<file path="src/rtl/load_pkg.sv">
// ---------------------------------------------------------------------------
// load_pkg
// Shared definitions for the load path: datapath widths, the alignment mask,
// the default memory timeout and the memory-stage state type.
// ---------------------------------------------------------------------------
package load_pkg;

   localparam int WORD_W          = 32;
   localparam int REG_IDX_W       = 5;
   localparam int CNT_W           = 8;   // wide enough for TIMEOUT up to 255
   localparam int DEFAULT_TIMEOUT = 15;

   localparam logic [1:0] ALIGN_MASK = 2'b11;

   typedef enum logic [1:0] {
      IDLE,
      ADDR,
      WAIT
   } state_t;

   // A word access is legal only when the low address bits are zero.
   function automatic logic is_misaligned(input logic [WORD_W-1:0] addr);
      return (addr[1:0] & ALIGN_MASK) != 2'b00;
   endfunction

endpackage

</file>
<file path="src/rtl/ea_calc.sv">
// ---------------------------------------------------------------------------
// ea_calc
// Effective-address generator shared by the load and store stages.
// Purely combinational: ea = base + ext_imm (carry discarded, so the sum
// wraps modulo 2^32) and a flag for a non word-aligned result.
//
// Ports
//   base       in  32  base register value
//   ext_imm    in  32  sign-extended offset
//   ea         out 32  effective address
//   misaligned out  1  ea is not word aligned
// ---------------------------------------------------------------------------
module ea_calc
   import load_pkg::*;
(
   input  logic [WORD_W-1:0] base,
   input  logic [WORD_W-1:0] ext_imm,
   output logic [WORD_W-1:0] ea,
   output logic              misaligned
);

   logic [WORD_W-1:0] w_sum;

   assign w_sum      = base + ext_imm;
   assign ea         = w_sum;
   assign misaligned = is_misaligned(w_sum);

endmodule

</file>
<file path="src/rtl/load_mem_stage.sv">
// ---------------------------------------------------------------------------
// load_mem_stage
// Memory-access stage of the load path. Latches base, offset and destination
// register on start, forms the effective address, performs one word read
// over a req/ack handshake and issues a one-cycle register-file writeback.
// Misaligned addresses and a memory that never acks end the load with an
// error pulse instead of hanging. All outputs are registered.
//
// Parameters
//   TIMEOUT   consecutive no-ack WAIT cycles before abort (1..255)
//
// Ports
//   clk            in   1  rising-edge clock
//   rst            in   1  synchronous active-high reset
//   start          in   1  begin a load (ignored while busy)
//   base           in  32  base register value, sampled on start
//   ext_imm        in  32  sign-extended offset, sampled on start
//   rt             in   5  destination register, sampled on start
//   busy           out  1  stage is not idle
//   mem_req        out  1  read request, held until ack or abort
//   mem_addr       out 32  word address, stable while mem_req is high
//   mem_ack        in   1  read data valid this cycle
//   mem_rdata      in  32  read data
//   wb_en          out  1  register-file write strobe (never for r0)
//   wb_reg         out  5  writeback register index
//   wb_data        out 32  writeback data
//   done           out  1  load finished (success or error)
//   misaligned_err out  1  load aborted: address not word aligned
//   timeout_err    out  1  load aborted: no ack within TIMEOUT cycles
// ---------------------------------------------------------------------------
module load_mem_stage
   import load_pkg::*;
#(
   parameter int TIMEOUT = DEFAULT_TIMEOUT
)
(
   input  logic                 clk,
   input  logic                 rst,
   input  logic                 start,
   input  logic [WORD_W-1:0]    base,
   input  logic [WORD_W-1:0]    ext_imm,
   input  logic [REG_IDX_W-1:0] rt,
   output logic                 busy,
   output logic                 mem_req,
   output logic [WORD_W-1:0]    mem_addr,
   input  logic                 mem_ack,
   input  logic [WORD_W-1:0]    mem_rdata,
   output logic                 wb_en,
   output logic [REG_IDX_W-1:0] wb_reg,
   output logic [WORD_W-1:0]    wb_data,
   output logic                 done,
   output logic                 misaligned_err,
   output logic                 timeout_err
);

   // The abort fires on the sample that would make the count reach TIMEOUT.
   localparam logic [CNT_W-1:0] LAST_WAIT = CNT_W'(TIMEOUT - 1);

   // Registered state and outputs
   state_t               r_state;
   logic [WORD_W-1:0]    r_base;
   logic [WORD_W-1:0]    r_imm;
   logic [REG_IDX_W-1:0] r_rt;
   logic [CNT_W-1:0]     r_wait_cnt;
   logic                 r_mem_req;
   logic [WORD_W-1:0]    r_mem_addr;
   logic                 r_wb_en;
   logic [REG_IDX_W-1:0] r_wb_reg;
   logic [WORD_W-1:0]    r_wb_data;
   logic                 r_done;
   logic                 r_mis_err;
   logic                 r_tmo_err;

   // Next-state values
   state_t               w_state_next;
   logic                 w_latch;
   logic [CNT_W-1:0]     w_cnt_next;
   logic                 w_req_next;
   logic [WORD_W-1:0]    w_addr_next;
   logic                 w_wb_en_next;
   logic [REG_IDX_W-1:0] w_wb_reg_next;
   logic [WORD_W-1:0]    w_wb_data_next;
   logic                 w_done_next;
   logic                 w_mis_next;
   logic                 w_tmo_next;

   logic [WORD_W-1:0]    w_ea;
   logic                 w_misaligned;

   ea_calc u_ea_calc (
      .base       (r_base),
      .ext_imm    (r_imm),
      .ea         (w_ea),
      .misaligned (w_misaligned)
   );

   // NOTE: every signal gets a default before the case so no path leaves it
   // unassigned, which would otherwise infer a latch.
   always_comb begin
      w_state_next   = r_state;
      w_latch        = 1'b0;
      w_cnt_next     = r_wait_cnt;
      w_req_next     = r_mem_req;
      w_addr_next    = r_mem_addr;
      w_wb_en_next   = 1'b0;
      w_wb_reg_next  = r_wb_reg;
      w_wb_data_next = r_wb_data;
      w_done_next    = 1'b0;
      w_mis_next     = 1'b0;
      w_tmo_next     = 1'b0;

      case (r_state)
         IDLE: begin
            if (start) begin
               w_latch      = 1'b1;
               w_state_next = ADDR;
            end
         end

         ADDR: begin
            if (w_misaligned) begin
               // Abort before touching memory; mem_addr keeps its old value.
               w_done_next  = 1'b1;
               w_mis_next   = 1'b1;
               w_state_next = IDLE;
            end else begin
               w_addr_next  = w_ea;
               w_req_next   = 1'b1;
               w_cnt_next   = '0;
               w_state_next = WAIT;
            end
         end

         WAIT: begin
            // Ack is tested first so it wins over a coincident timeout.
            if (mem_ack) begin
               w_req_next     = 1'b0;
               w_wb_en_next   = (r_rt != '0);   // r0 is hard-wired zero
               w_wb_reg_next  = r_rt;
               w_wb_data_next = mem_rdata;
               w_done_next    = 1'b1;
               w_state_next   = IDLE;
            end else if (r_wait_cnt == LAST_WAIT) begin
               w_req_next   = 1'b0;
               w_done_next  = 1'b1;
               w_tmo_next   = 1'b1;
               w_state_next = IDLE;
            end else begin
               w_cnt_next = r_wait_cnt + 1'b1;
            end
         end

         default: w_state_next = IDLE;
      endcase
   end

   // NOTE: registers are updated with non-blocking assignments so every
   // always_ff reads the pre-edge value of every other register.
   always_ff @(posedge clk) begin
      if (rst) begin
         r_state    <= IDLE;
         r_wait_cnt <= '0;
         r_mem_req  <= 1'b0;
         r_mem_addr <= '0;
         r_wb_en    <= 1'b0;
         r_wb_reg   <= '0;
         r_wb_data  <= '0;
         r_done     <= 1'b0;
         r_mis_err  <= 1'b0;
         r_tmo_err  <= 1'b0;
      end else begin
         r_state    <= w_state_next;
         r_wait_cnt <= w_cnt_next;
         r_mem_req  <= w_req_next;
         r_mem_addr <= w_addr_next;
         r_wb_en    <= w_wb_en_next;
         r_wb_reg   <= w_wb_reg_next;
         r_wb_data  <= w_wb_data_next;
         r_done     <= w_done_next;
         r_mis_err  <= w_mis_next;
         r_tmo_err  <= w_tmo_next;
      end
   end

   // NOTE: the operand latches carry no reset; they are always written on
   // start before anything reads them, so resetting them buys nothing.
   always_ff @(posedge clk) begin
      if (w_latch) begin
         r_base <= base;
         r_imm  <= ext_imm;
         r_rt   <= rt;
      end
   end

   assign busy           = (r_state != IDLE);
   assign mem_req        = r_mem_req;
   assign mem_addr       = r_mem_addr;
   assign wb_en          = r_wb_en;
   assign wb_reg         = r_wb_reg;
   assign wb_data        = r_wb_data;
   assign done           = r_done;
   assign misaligned_err = r_mis_err;
   assign timeout_err    = r_tmo_err;

endmodule

</file>
<file path="config.mk">
export PLATFORM = sky130hd
export DESIGN_NAME = load_mem_stage
export DESIGN_NICKNAME = d
export VERILOG_FILES = /design/src/rtl/load_pkg.sv /design/src/rtl/ea_calc.sv /design/src/rtl/load_mem_stage.sv
export SDC_FILE = /design/constraint.sdc
export NUM_CORES = 1
export LEC_CHECK = 0
export ABC_CLOCK_PERIOD_IN_PS = 2800
export BUFFER_PORTS_ARGS = -buffer_cell sky130_fd_sc_hd__buf_4
export CORE_MARGIN = 2
export CORE_UTILIZATION = 53
export CTS_BUF_LIST = sky130_fd_sc_hd__clkbuf_16
export DETAILED_ROUTE_END_ITERATION = 8
export PLACE_DENSITY = 0.8
export SYNTH_ARGS = -nofsm -noshare
export SYNTH_HDL_FRONTEND = slang
export SYNTH_SLANG_ARGS = --single-unit
</file>
<file path="constraint.sdc">
create_clock -name clk -period 2.8 [get_ports clk]
set_input_delay 0 -clock clk [delete_from_list [all_inputs] [get_ports clk]]
set_output_delay 0 -clock clk [all_outputs]
set_load 0.005 [all_outputs]
</file>
Word level (Yosys, flattened, before mapping)
Cells that the tools add are included.
{ "word_totals": {"reg_bits": 153, "out_inout_bits": 75, "input_bits": 105} }
{ "op_classes": {"n_reduce_logical": 13, "n_bitwise": 4, "n_addsub": 2, "muxes": 19, "n_eq_ne": 8} }
{ "ops": {"columns": ["op", "n"], "rows": [
  ["$add 32x32->32", 1],
  ["$mux 8", 3],
  ["$pmux 8 s2", 1],
  ["$add 8x1->8 const B", 1],
  ["$eq 8x4->1 const B", 1],
  ["$mux 1", 8],
  ["$mux 2", 4],
  ["$ne 2x2->1 const B", 4],
  ["$pmux 2 s3", 1],
  ["$reduce_and 2->1", 3],
  ["$reduce_bool 2->1", 3],
  ["$reduce_or 3->1", 2],
  ["$reduce_bool 5->1", 1],
  ["$not 1->1", 4],
  ["$pmux 1 s2", 2],
  ["$reduce_and 4->1", 1],
  ["$ne 3x3->1 const B", 1],
  ["$reduce_and 3->1", 1],
  ["$eq 2x1->1 const B", 1],
  ["$eq 2x2->1 const B", 1],
  ["$logic_not 2->1", 1],
  ["$reduce_or 2->1", 1]
]} }

Logic depth before layout (Yosys ltp)
Gate-level depths: netlist (run 1).
{ "depth": {"depth_word": 4, "depth_mapped": 10} }

Cells and area by module
A second synthesis (run 1) with hierarchy kept.
{ "hier_totals": {"cells_unflattened": 710, "area_unflattened_um2": 7041.8} }
{ "modules_own_cells": {"columns": ["module", "n_inst", "cells_each", "area_each_um2"], "rows": [
  ["load_mem_stage", 1, 469, 5291.3],
  ["ea_calc", 1, 241, 1750.4]
]} }

Least setup slack after synthesis (run 1)
Ideal clock, no wire load.
{ "synth_path": {"path_kind": "register to register", "from": "reg r_state[0]", "to": "reg r_base[0] (enable)", "t_arrival_ns": 2.156, "stages_incl_launch_ff": 4, "synth_period_minus_slack_ns": 2.590, "required_time_ns": 2.366, "n_path_buf": 0, "setup_slack_ns": 0.210, "path_cell_list": "dfxtp_1 -> inv_1 -> ha_1 -> and2_1"} }
{ "synth_between": {"elab_chain_cells": 2} }
{ "synth_rtl": {"columns": ["element", "line", "text"], "rows": [
  ["from (decl)", "load_mem_stage.sv:60", "state_t r_state;"],
  ["from (signal assigned)", "load_mem_stage.sv:172", "r_state <= w_state_next;"],
  ["$logic_not 2->1", "load_mem_stage.sv:112", "case (r_state)"],
  ["$mux 1", "load_mem_stage.sv:112", null],
  ["net w_latch", "load_mem_stage.sv:76", "logic w_latch;"],
  ["to (signal assigned)", "load_mem_stage.sv:189", "r_base <= base;"],
  ["to (decl)", "load_mem_stage.sv:61", "logic [WORD_W-1:0] r_base;"]
]} }
The timed path passes the listed nets, and every way through them passes these cells.
A chain may end at the register's enable or synchronous reset.

Worst setup path after layout (run 1)
{ "layout_path": {"from": "reg r_base[6]", "to": "reg r_mem_addr[27], in the netlist mem_addr[27]"} }
{ "layout_between": {"elab_chain_cells": 1} }
{ "layout_rtl": {"columns": ["element", "line", "text"], "rows": [
  ["$add 32x32->32", "ea_calc.sv:24", "assign w_sum = base + ext_imm;"],
  ["to (signal assigned)", "load_mem_stage.sv:175", "r_mem_addr <= w_addr_next;"],
  ["to (decl)", "load_mem_stage.sv:66", "logic [WORD_W-1:0] r_mem_addr;"]
]} }
No other way between the ends.

==> run metrics, run 1 <==
Post-DP Area=between 8000 and 9000 µm²; drt drc=0; Tcrit/Tclk final=94.1%; total track usage=between 20 and 30%; Setup WS pre-CTS=about 78 ps; top cells by area, synth=edfxtp_1 (30%), dfxtp_1 (24%), nand2_1 (6.9%); clk buf depth=2; CP required=approximately 3100 ps; slack of the critical path=around 160 ps; fraction of registers with async set/reset=0%; Initial DRC Count=around 600; Die ar.=around 14000 µm²; Cell Count, Final, Fillers Out=1162; Power Total=approximately 5.8 mW; max cap viols=0; total iterations of the first detailed-routing run=6; CP max stage delay=about 400 ps; Min-Delay Path Class=input pin to flip-flop; core area=12700 µm²; Synth cell types=60; largest net degree at the start of global routing=65; most common cell in the netlist=nand2_1; Vias/cell=5.60; clk_lat worst skew=around 420 ps; sequential area share after synthesis=between 50 and 60%; clk_skew=about 7.8 ps; final WL=around 20000 µm; critical path's top delay family=compound AO/OA/AOI/OAI gates; synth-to-layout area growth=45.5%; # IOs=180; setup TNS=0 ps; cell area after synthesis=6950 µm²; CP endpoint kind=flip-flop; detailed-placement wirelength estimate=12500 µm; WL per Instance=between 15 and 20 µm; via count=roughly 6.5k; synth cell count leaders=nand2_1 (128), a21oi_1 (89), dfxtp_1 (84), edfxtp_1 (69), nor2_1 (42); first-pass GRT wire length=about 32000 µm; worst setup path class=flip-flop to flip-flop; final net count=~1.1k; Die Y=roughly 120 µm; number of enable flip-flop cells after synthesis=69; Yosys top cell area share=roughly 30%; Fin Hold WS=about 100 ps; WP data arrival=between 2000 and 3000 ps; fmax=between 300 and 400 MHz; Top cell by count, worst path=a211oi_2; status=completed; Rows=41; LEAKAGE=approximately 4.2 nW; Power Dens Cells=576 nW/µm²; Tmin final=~2600 ps; worst vdd ir=roughly 530 µV; Final Hold Fails=0; Cell Count Post-Placement=a little over 1k; # clock sinks=153; Max Slew Vio Count=0; CTS tree=yes; yosys warns=0; Port-buffer cells=around 180; gr ovfl total=0; Worst-path clk slew=60 ps; CP Buf/Inv Count=0; vias in the first global route=about 6.5k; Crit Path Max Fanout=6; root buffer cell=clkbuf_16; unrepaired setup endpoints after global routing=false; Final Wtd Congestion=between 0.8 and 0.9; antenna fix cells=0; finished layout cell area=about 10000 µm²; post-layout util=79.5%; Max-slew headroom=57.7%; final setup fails=0; Main synth FF type=dfxtp_1; total CTS buffers=17; Synth Instances=around 700; syn_nets=840; Worst setup SP type=flip-flop; Initial Utilization=between 50% and 60%; layout cells sized above 1=about a quarter; CP cell instances=ha_1 > a211oi_2 > nor2_1 > o31a_1 > o31ai_4 > a211oi_2 > or3_1 > a32o_1; CTS H-Tree Depth=4; syn_area_per_cell=9.96 µm²; slowest library cell on the worst path=ha_1; antenna viol nets, final=0; Die W=around 120 µm; Synth area leader=edfxtp_1; count of state elements after synthesis=153; initial antenna violation count=0; Slew @ Worst Pin=~630 ps
## per-layer routing
metal | vias to the layer above | routed length, µm | global-route usage, %
li1 | 3077 | - | -
met5 | - | 0 | 0
met1 | 3027 | 7790 | 32.8
met2 | 342 | 10000 | 49.1
met3 | 66 | 1400 | 6.52
met4 | 0 | 733 | 14.1
## cell type report
| cell class | count | area (µm²) |
|---|---|---|
| multi-input combinational | 498 | 3030 |
| inverter | 15 | 56.3 |
| fill | 760 | 2610 |
| sequential | 153 | 3750 |
| clock buffer | 19 | 475 |
| tap | 172 | 215 |
| clock inverter | 13 | 123 |
| timing repair buffer | 292 | 2460 |
## where the power goes
part	switching [mW]	internal, mW
Combinational	0.533	0.486
Sequential	0.0518	2.46
Clock	0.891	1.40
## worst paths after layout
check	start	endpoint	slack, ps	cells after the start
setup / recovery	r_base[6]	mem_addr[27]	160	8
setup reg to reg	r_base[6]	mem_addr[27]	160	8
hold reg to reg	wb_reg[0]	wb_reg[0]	460	2
hold / removal	rst	mem_req	100	2
## logic make-up after synthesis
| group | after synthesis | share of synthesized area [%] |
|---|---|---|
| and+or+nand+nor | 244 | 15.9 |
| AOI/OAI and AO/OA | 190 | 17.3 |
| DFF | 153 | 54.0 |
| buffers and inverters | 47 | 2.59 |
| adders and majority gates | 37 | 6.77 |
| xor gates and xnor gates | 24 | 3.02 |
| muxes | 3 | 0.432 |
## cell usage in the layout, fill, tap and decap left out, types with 4 or more instances in the layout
| cell type | n |
|---|---|
| nand3_1 | 12 |
| buf_4 | 188 |
| o21ai_1 | 4 |
| nor2_1 | 42 |
| o21bai_1 | 6 |
| nand2b_1 | 5 |
| clkbuf_16 | 19 |
| or3_1 | 5 |
| clkinv_1 | 4 |
| and2_1 | 4 |
| ha_1 | 36 |
| and3_1 | 7 |
| a211oi_1 | 11 |
| nand2_1 | 128 |
| dfxtp_1 | 84 |
| a21oi_1 | 89 |
| dlygate4sd3_1 | 103 |
| o21ai_0 | 24 |
| a32o_1 | 4 |
| xor2_1 | 10 |
| inv_1 | 16 |
| a21o_1 | 17 |
| nand4_1 | 14 |
| xnor2_1 | 14 |
| edfxtp_1 | 69 |
| nor3_1 | 8 |
## repair_timing
item / 4_1_cts / 5_1_grt
hold buffers: 103 / 0
setup endpoints to repair: 0 / 1
gates resized for setup: 0 / 1
buffers inserted: 0 / 0
endpoints found under the hold margin: 105 / 0
No activity file was read; power rests on OpenSTA's default activity.
==> inputs of run 2 (changes only) <==
Settings changed: PLACE_DENSITY 0.8 to 0.91, SKIP_LAST_GASP from default to 1.
==> run 2 against run 1 <==
Net effect:
- non-clock buffer count grew 2
- worst hold slack worse by 5.9 ps
- clock power up 2%
- via count up 0.21%
- first-iteration DRC count up 5.0%
==> run metrics, run 2 (synthesis gave the netlist of run 1 again) <==
status=completed (unchanged); clk buf depth=2 (unchanged); Power Dens Cells=578 nW/µm² (was 576 nW/µm²); postcts setup bufs=0 (unchanged); layout cells sized above 1=24.0% (was 23.5%); clk_skew=7.48 ps (was 7.82 ps); clk_lat worst skew=420 ps (about the same); Max Slew Vio Count=0 (unchanged); setup TNS=0 ps (unchanged); antenna fix cells=0 (unchanged); gr ovfl total=0 (unchanged); most frequent cells in the layout=buf_4 (190), nand2_1 (128), dlygate4sd3_1 (103), a21oi_1 (89), dfxtp_1 (84) (was buf_4 (188), nand2_1 (128), dlygate4sd3_1 (103), a21oi_1 (89), dfxtp_1 (84)); largest net degree at the start of global routing=70 (was 65); Final Wtd Congestion=0.905 (was 0.886); worst setup path class=flip-flop to flip-flop (unchanged); antenna viol nets, final=0 (unchanged); total iterations of the first detailed-routing run=5 (was 6); # clock sinks=153 (unchanged); CP required=3120 ps (was 3110 ps); R2R depth=9 (was 8); Worst setup SP type=flip-flop (unchanged); max cap viols=0 (unchanged); worst vdd ir=470 µV (was 530 µV); CTS H-Tree Depth=4 (unchanged); CP max stage delay=390 ps (was 410 ps); root buffer cell=clkbuf_16 (unchanged); detailed-placement wirelength estimate=12200 µm (was 12500 µm); commonest non-fill, non-tap cell in the layout=buf_4 (unchanged); Crit Path Max Fanout=4 (was 6); WL per Instance=17.3 µm (was 17.2 µm); Tmin final=2640 ps (about the same); slowest library cell on the worst path=fa_2 (was ha_1); Vias/cell=5.61 (was 5.60); # IOs=180 (unchanged); final WL=20200 µm (was 19900 µm); Initial DRC Count=629 (was 599); Cell Count Post-Placement=1029 (was 1027); Die W=119 µm (unchanged); Rows=41 (unchanged); CP cell instances=ha_1 > fa_2 > a211oi_2 > o211a_1 > o221ai_1 > o21ai_2 > a211oi_1 > or3_1 > a32o_1 (was ha_1 > a211oi_2 > nor2_1 > o31a_1 > o31ai_4 > a211oi_2 > or3_1 > a32o_1); Initial Utilization=54.7% (unchanged); core area=12700 µm² (unchanged); total CTS buffers=17 (unchanged); Port-buffer cells=179 (unchanged); final net count=1121 (was 1119); LEAKAGE=4.22 nW (was 4.20 nW); WP data arrival=2960 ps (was 2940 ps); Die Y=119 µm (unchanged); Max-slew headroom=37.6% (was 57.7%); synth-to-layout area growth=45.9% (was 45.5%); Cell Count, Final, Fillers Out=1164 (was 1162); Tcrit/Tclk final=94.2% (was 94.1%); vias in the first global route=6432 (was 6473); CP Buf/Inv Count=0 (unchanged); Worst-path clk slew=60 ps (about the same); register area=3750 µm² (unchanged); first-pass GRT wire length=32800 µm (was 31700 µm); critical path's top delay family=compound AO/OA/AOI/OAI gates (unchanged); fmax=379 MHz (about the same); total track usage=29.4% (was 28.3%); Die ar.=14100 µm² (unchanged); Final Hold Fails=0 (unchanged); initial antenna violation count=0 (unchanged); final setup fails=0 (unchanged); multi-input logic area=3030 µm² (unchanged); hold path cells=4 (was 2); via count=6526 (was 6512); CTS tree=yes (unchanged); Slew @ Worst Pin=933 ps (was 632 ps); unrepaired setup endpoints after global routing=false (unchanged); drt drc=0 (unchanged); CP endpoint kind=flip-flop (unchanged); critical path depth=9 (was 8); Min-Delay Path Class=input pin to flip-flop (unchanged); Filler cells=740 (was 760)
-- run 2: changes by cell type in the layout (fill, tap and decap cells not counted), sizes merged --
cell / delta
bufinv: -1
clkinvlp: -1
buf: +2
inv: +3
clkbuf: +2
clkinv: -3
-- run 2: what timing repair did --
item / in CTS / in global routing
hold buffers: 103 / 0
resized for setup: 0 / 1
hold endpoints to repair: 103 / 0
setup endpoints to repair: 0 / 1
-- run 2: worst min-delay path: cells and delay by family --
| family | cells | cell delay [ps] |
|---|---|---|
| AO/OA/AOI/OAI | 1 | 60 |
| buffers and inverters | 1 | 90 |
| AND/OR/NAND/NOR | 2 | 310 |
-- run 2: area by class of cell --
class	instances	share of cell area, %
flip-flops and latches	153	37.0
multi-input cells	498	29.9
repair buffers	294	24.4
clock buffers	21	5.18
well taps	172	2.12
clock inverters	11	0.839
inverters	15	0.555
-- run 2: power breakdown --
part	switching [mW]	leakage (nW)	internal [mW]
clock network	0.902	0.309	1.43
registers	0.0518	1.34	2.46
logic	0.533	2.57	0.490
total	1.49	4.22	4.38
-- run 2: routing by layer --
layer / share of wire [%] / GRT usage (%) / wire (µm)
met5: 0 / 0 / 0
met1: 37 / 34.1 / 7470
met4: 4.2 / 13.5 / 848
met2: 51 / 51.5 / 10200
met3: 8.2 / 6.95 / 1660
-- run 2: path summary, 6_finish.rpt --
| path | startpoint | slack, ps | to |
|---|---|---|---|
| setup / recovery | r_base[0] | 160 | mem_addr[28] |
| hold reg to reg | wb_data[7] | 450 | wb_data[7] |
| hold / removal | rst | 100 | mem_addr[21] |
| setup reg to reg | r_base[0] | 160 | mem_addr[28] |
-- run 2: through the flow --
step | setup slack (ps) | area, µm² | power, mW | hold WS [ps] | utilization, %
6_report | 163 | 10100 | 5.86 | 98.3 | 79.7
5_1_grt | 37.1 | 10100 | 6.11 | 143 | 79.7
4_1_cts | 54.8 | 10100 | 5.85 | 88.9 | 79.7
3_5_place_dp | 71.6 | 8500 | 3.42 | 179 | 66.8
3_3_place_gp | 153 | 8500 | 3.40 | 178 | 66.8
2_1_floorplan | 210 | 6950 | 3.10 | 98.9 | -
==> inputs of run 3 (changes only) <==
Settings changed: CORE_UTILIZATION 53 to 55, CTS_BUF_LIST sky130_fd_sc_hd__clkbuf_16 to sky130_fd_sc_hd__clkbuf_4, PLACE_DENSITY 0.91 to 0.94.
==> run 3 against run 2 <==
Net effect:
- first-iteration DRC count fell by 2.7%
- wire length up 6.8%
- die area shrank 3.5%
- via count rose by 3.9%
- final cell count grew 3.1%
- combinational power barely moved
- register-to-register slack about the same
- non-clock buffer count grew 36
- worst hold slack improved by 51 ps
- largest power group unchanged
- clock-buffer cell count is 2 lower
==> run metrics, run 3 (synthesis gave the netlist of run 1 again) <==
status=completed (unchanged); CP required=3260 ps (was 3120 ps); Worst setup SP type=flip-flop (unchanged); antenna fix cells=0 (unchanged); CTS tree=yes (unchanged); # clock sinks=153 (unchanged); Port-buffer cells=179 (unchanged); Min-Delay Path Class=input pin to flip-flop (unchanged); # IOs=180 (unchanged); Filler cells=693 (was 740); Post-DP Area=8500 µm² (unchanged); fmax=378 MHz (was 379 MHz); total CTS buffers=17 (unchanged); initial antenna violation count=0 (unchanged); unrepaired setup endpoints after global routing=false (unchanged); Die Y=116 µm (was 119 µm); drt drc=0 (unchanged); Initial Utilization=55.8% (was 54.7%); R2R Path Start=r_imm[1] (was r_base[0]); final WL=21600 µm (was 20200 µm); CP endpoint kind=flip-flop (unchanged); worst vdd ir=352 µV (was 470 µV); max cap viols=0 (unchanged); Worst-path clk slew=130 ps (was 60 ps); antenna viol nets, final=0 (unchanged); slack of the critical path=157 ps (was 163 ps); hold path cells=2 (was 4); Die ar.=13600 µm² (was 14100 µm²); Max-slew headroom=54.7% (was 37.6%); Tmin final=2640 ps (about the same); sequential share of power=50.4% (was 42.9%); Initial DRC Count=612 (was 629); LEAKAGE=4.33 nW (was 4.22 nW); Die W=116 µm (was 119 µm); Power Dens Cells=489 nW/µm² (was 578 nW/µm²); CTS H-Tree Depth=4 (unchanged); commonest non-fill, non-tap cell in the layout=buf_4 (unchanged); WL per Instance=18.0 µm (was 17.3 µm); layout cells sized above 1=23.5% (was 24.0%); Switching Power=1.39 mW (was 1.49 mW); vias in the first global route=6762 (was 6432); Worst Hold End=r_base[5] (was mem_addr[21]); root buffer cell=clkbuf_4 (was clkbuf_16); finished layout cell area=10200 µm² (was 10100 µm²); Final Hold Fails=0 (unchanged); Fin Hold WS=150 ps (was 98.3 ps); final net count=1157 (was 1121); Tcrit/Tclk final=94.4% (was 94.2%); most frequent cells in the layout=buf_4 (191), dlygate4sd3_1 (138), nand2_1 (128), a21oi_1 (89), dfxtp_1 (84) (was buf_4 (190), nand2_1 (128), dlygate4sd3_1 (103), a21oi_1 (89), dfxtp_1 (84)); clk_skew=25.5 ps (was 7.48 ps); WP data arrival=3100 ps (was 2960 ps); setup TNS=0 ps (unchanged); Final Wtd Congestion=0.944 (was 0.905); Vias/cell=5.65 (was 5.61); Rows=41 (unchanged); first-pass GRT wire length=33200 µm (was 32800 µm); worst setup path class=flip-flop to flip-flop (unchanged); core area=12500 µm² (was 12700 µm²); gr ovfl total=0 (unchanged); final setup fails=0 (unchanged); P_int=3.59 mW (was 4.38 mW); total iterations of the first detailed-routing run=5 (unchanged); hold path start=base[5] (was rst); Worst R2R Setup Slack=160 ps (about the same); via count=6781 (was 6526); detailed-placement wirelength estimate=12100 µm (was 12200 µm); Gate power share=21.0% (was 17.4%); clk_lat worst skew=560 ps (was 420 ps); r2r endpoint=mem_addr[29] (was mem_addr[28]); clk buf depth=2 (unchanged); largest net degree at the start of global routing=65 (was 70); Slew @ Worst Pin=679 ps (was 933 ps); total track usage=32.2% (was 29.4%); Setup WS pre-CTS=43.0 ps (was 71.6 ps); R2R depth=8 (was 9); Switching Fraction=27.9% (was 25.4%); Clock Power Share=28.7% (was 39.7%); Crit Path Max Fanout=5 (was 4); Max Slew Vio Count=0 (unchanged); synth-to-layout area growth=46.7% (was 45.9%)
[run 3: changes by cell type in the layout (fill, tap and decap cells not counted), moves of 2 or more]
cell / previous run / this run
dlygate4sd3_1: 103 / 138
clkbuf_16: 21 / 0
bufinv_16: 1 / 3
clkbuf_4: 0 / 19
clkinv_4: 0 / 2
[run 3: through the flow]
stage                     power [mW]  util [%]  cells
final                           4.99      81.8   1200
after global routing            5.21      81.8   1200
after CTS                       4.93      81.6   1199
after detailed placement        3.42      68.2   1029
after global placement          3.40      68.2   1029
after floorplan                 3.10         -    698
[run 3: layout make-up]
cell class | count | area, µm² | area share (%)
inverters | 15 | 56.3 | 0.552
clock inverters | 13 | 151 | 1.48
well taps | 172 | 215 | 2.11
repair buffers | 330 | 2840 | 27.8
multi-input cells | 498 | 3040 | 29.8
flip-flops and latches | 153 | 3750 | 36.8
clock buffers | 19 | 143 | 1.40
[run 3: per-layer routing]
| layer | part of all wire (%) | GRT usage (%) | routed length, µm |
|---|---|---|---|
| met2 | 50 | 56.5 | 10800 |
| met3 | 8.2 | 8.51 | 1770 |
| met1 | 38 | 35.8 | 8100 |
| met5 | 0 | 0 | 0 |
| met4 | 4.1 | 17.3 | 882 |
[run 3: power groups by stage]
| stage | Combinational, mW | Sequential, mW | Clock, mW |
|---|---|---|---|
| 2_1_floorplan | 0.546 | 2.55 | 0 |
| 3_3_place_gp | 0.844 | 2.55 | 0 |
| 3_5_place_dp | 0.864 | 2.56 | 0 |
| 4_1_cts | 0.994 | 2.51 | 1.43 |
| 5_1_grt | 1.13 | 2.52 | 1.56 |
| 6_report | 1.05 | 2.51 | 1.43 |
[run 3: critical path, stage by stage, from the launching register on]
cell and delay, ps:
edfxtp_1 470, ha_1 310, a21oi_1 80, nand4b_1 340
a211oi_1 410, o211a_1 240, o2111ai_1 190, a21o_1 240
a32o_1 260
[run 3: worst max-delay path by stage]
stage               cells past startpoint  slack, ps           end       start
floorplan                               3        210     r_base[0]  r_state[0]
global placement                        9        130  mem_addr[28]   r_base[0]
detailed placement                      9         40  mem_addr[28]   r_base[0]
CTS                                     9         40  mem_addr[28]   r_base[0]
global route                            9         20  mem_addr[28]   r_base[0]
finish                                  8        160  mem_addr[29]    r_imm[1]
[run 3: what timing repair did]
| action | in CTS | in global routing |
|---|---|---|
| hold buffers | 138 | 0 |
| setup buffers | 0 | 1 |
| resized for setup | 0 | 4 |
| setup endpoints to repair | 0 | 4 |
| endpoints found under the hold margin | 133 | 0 |
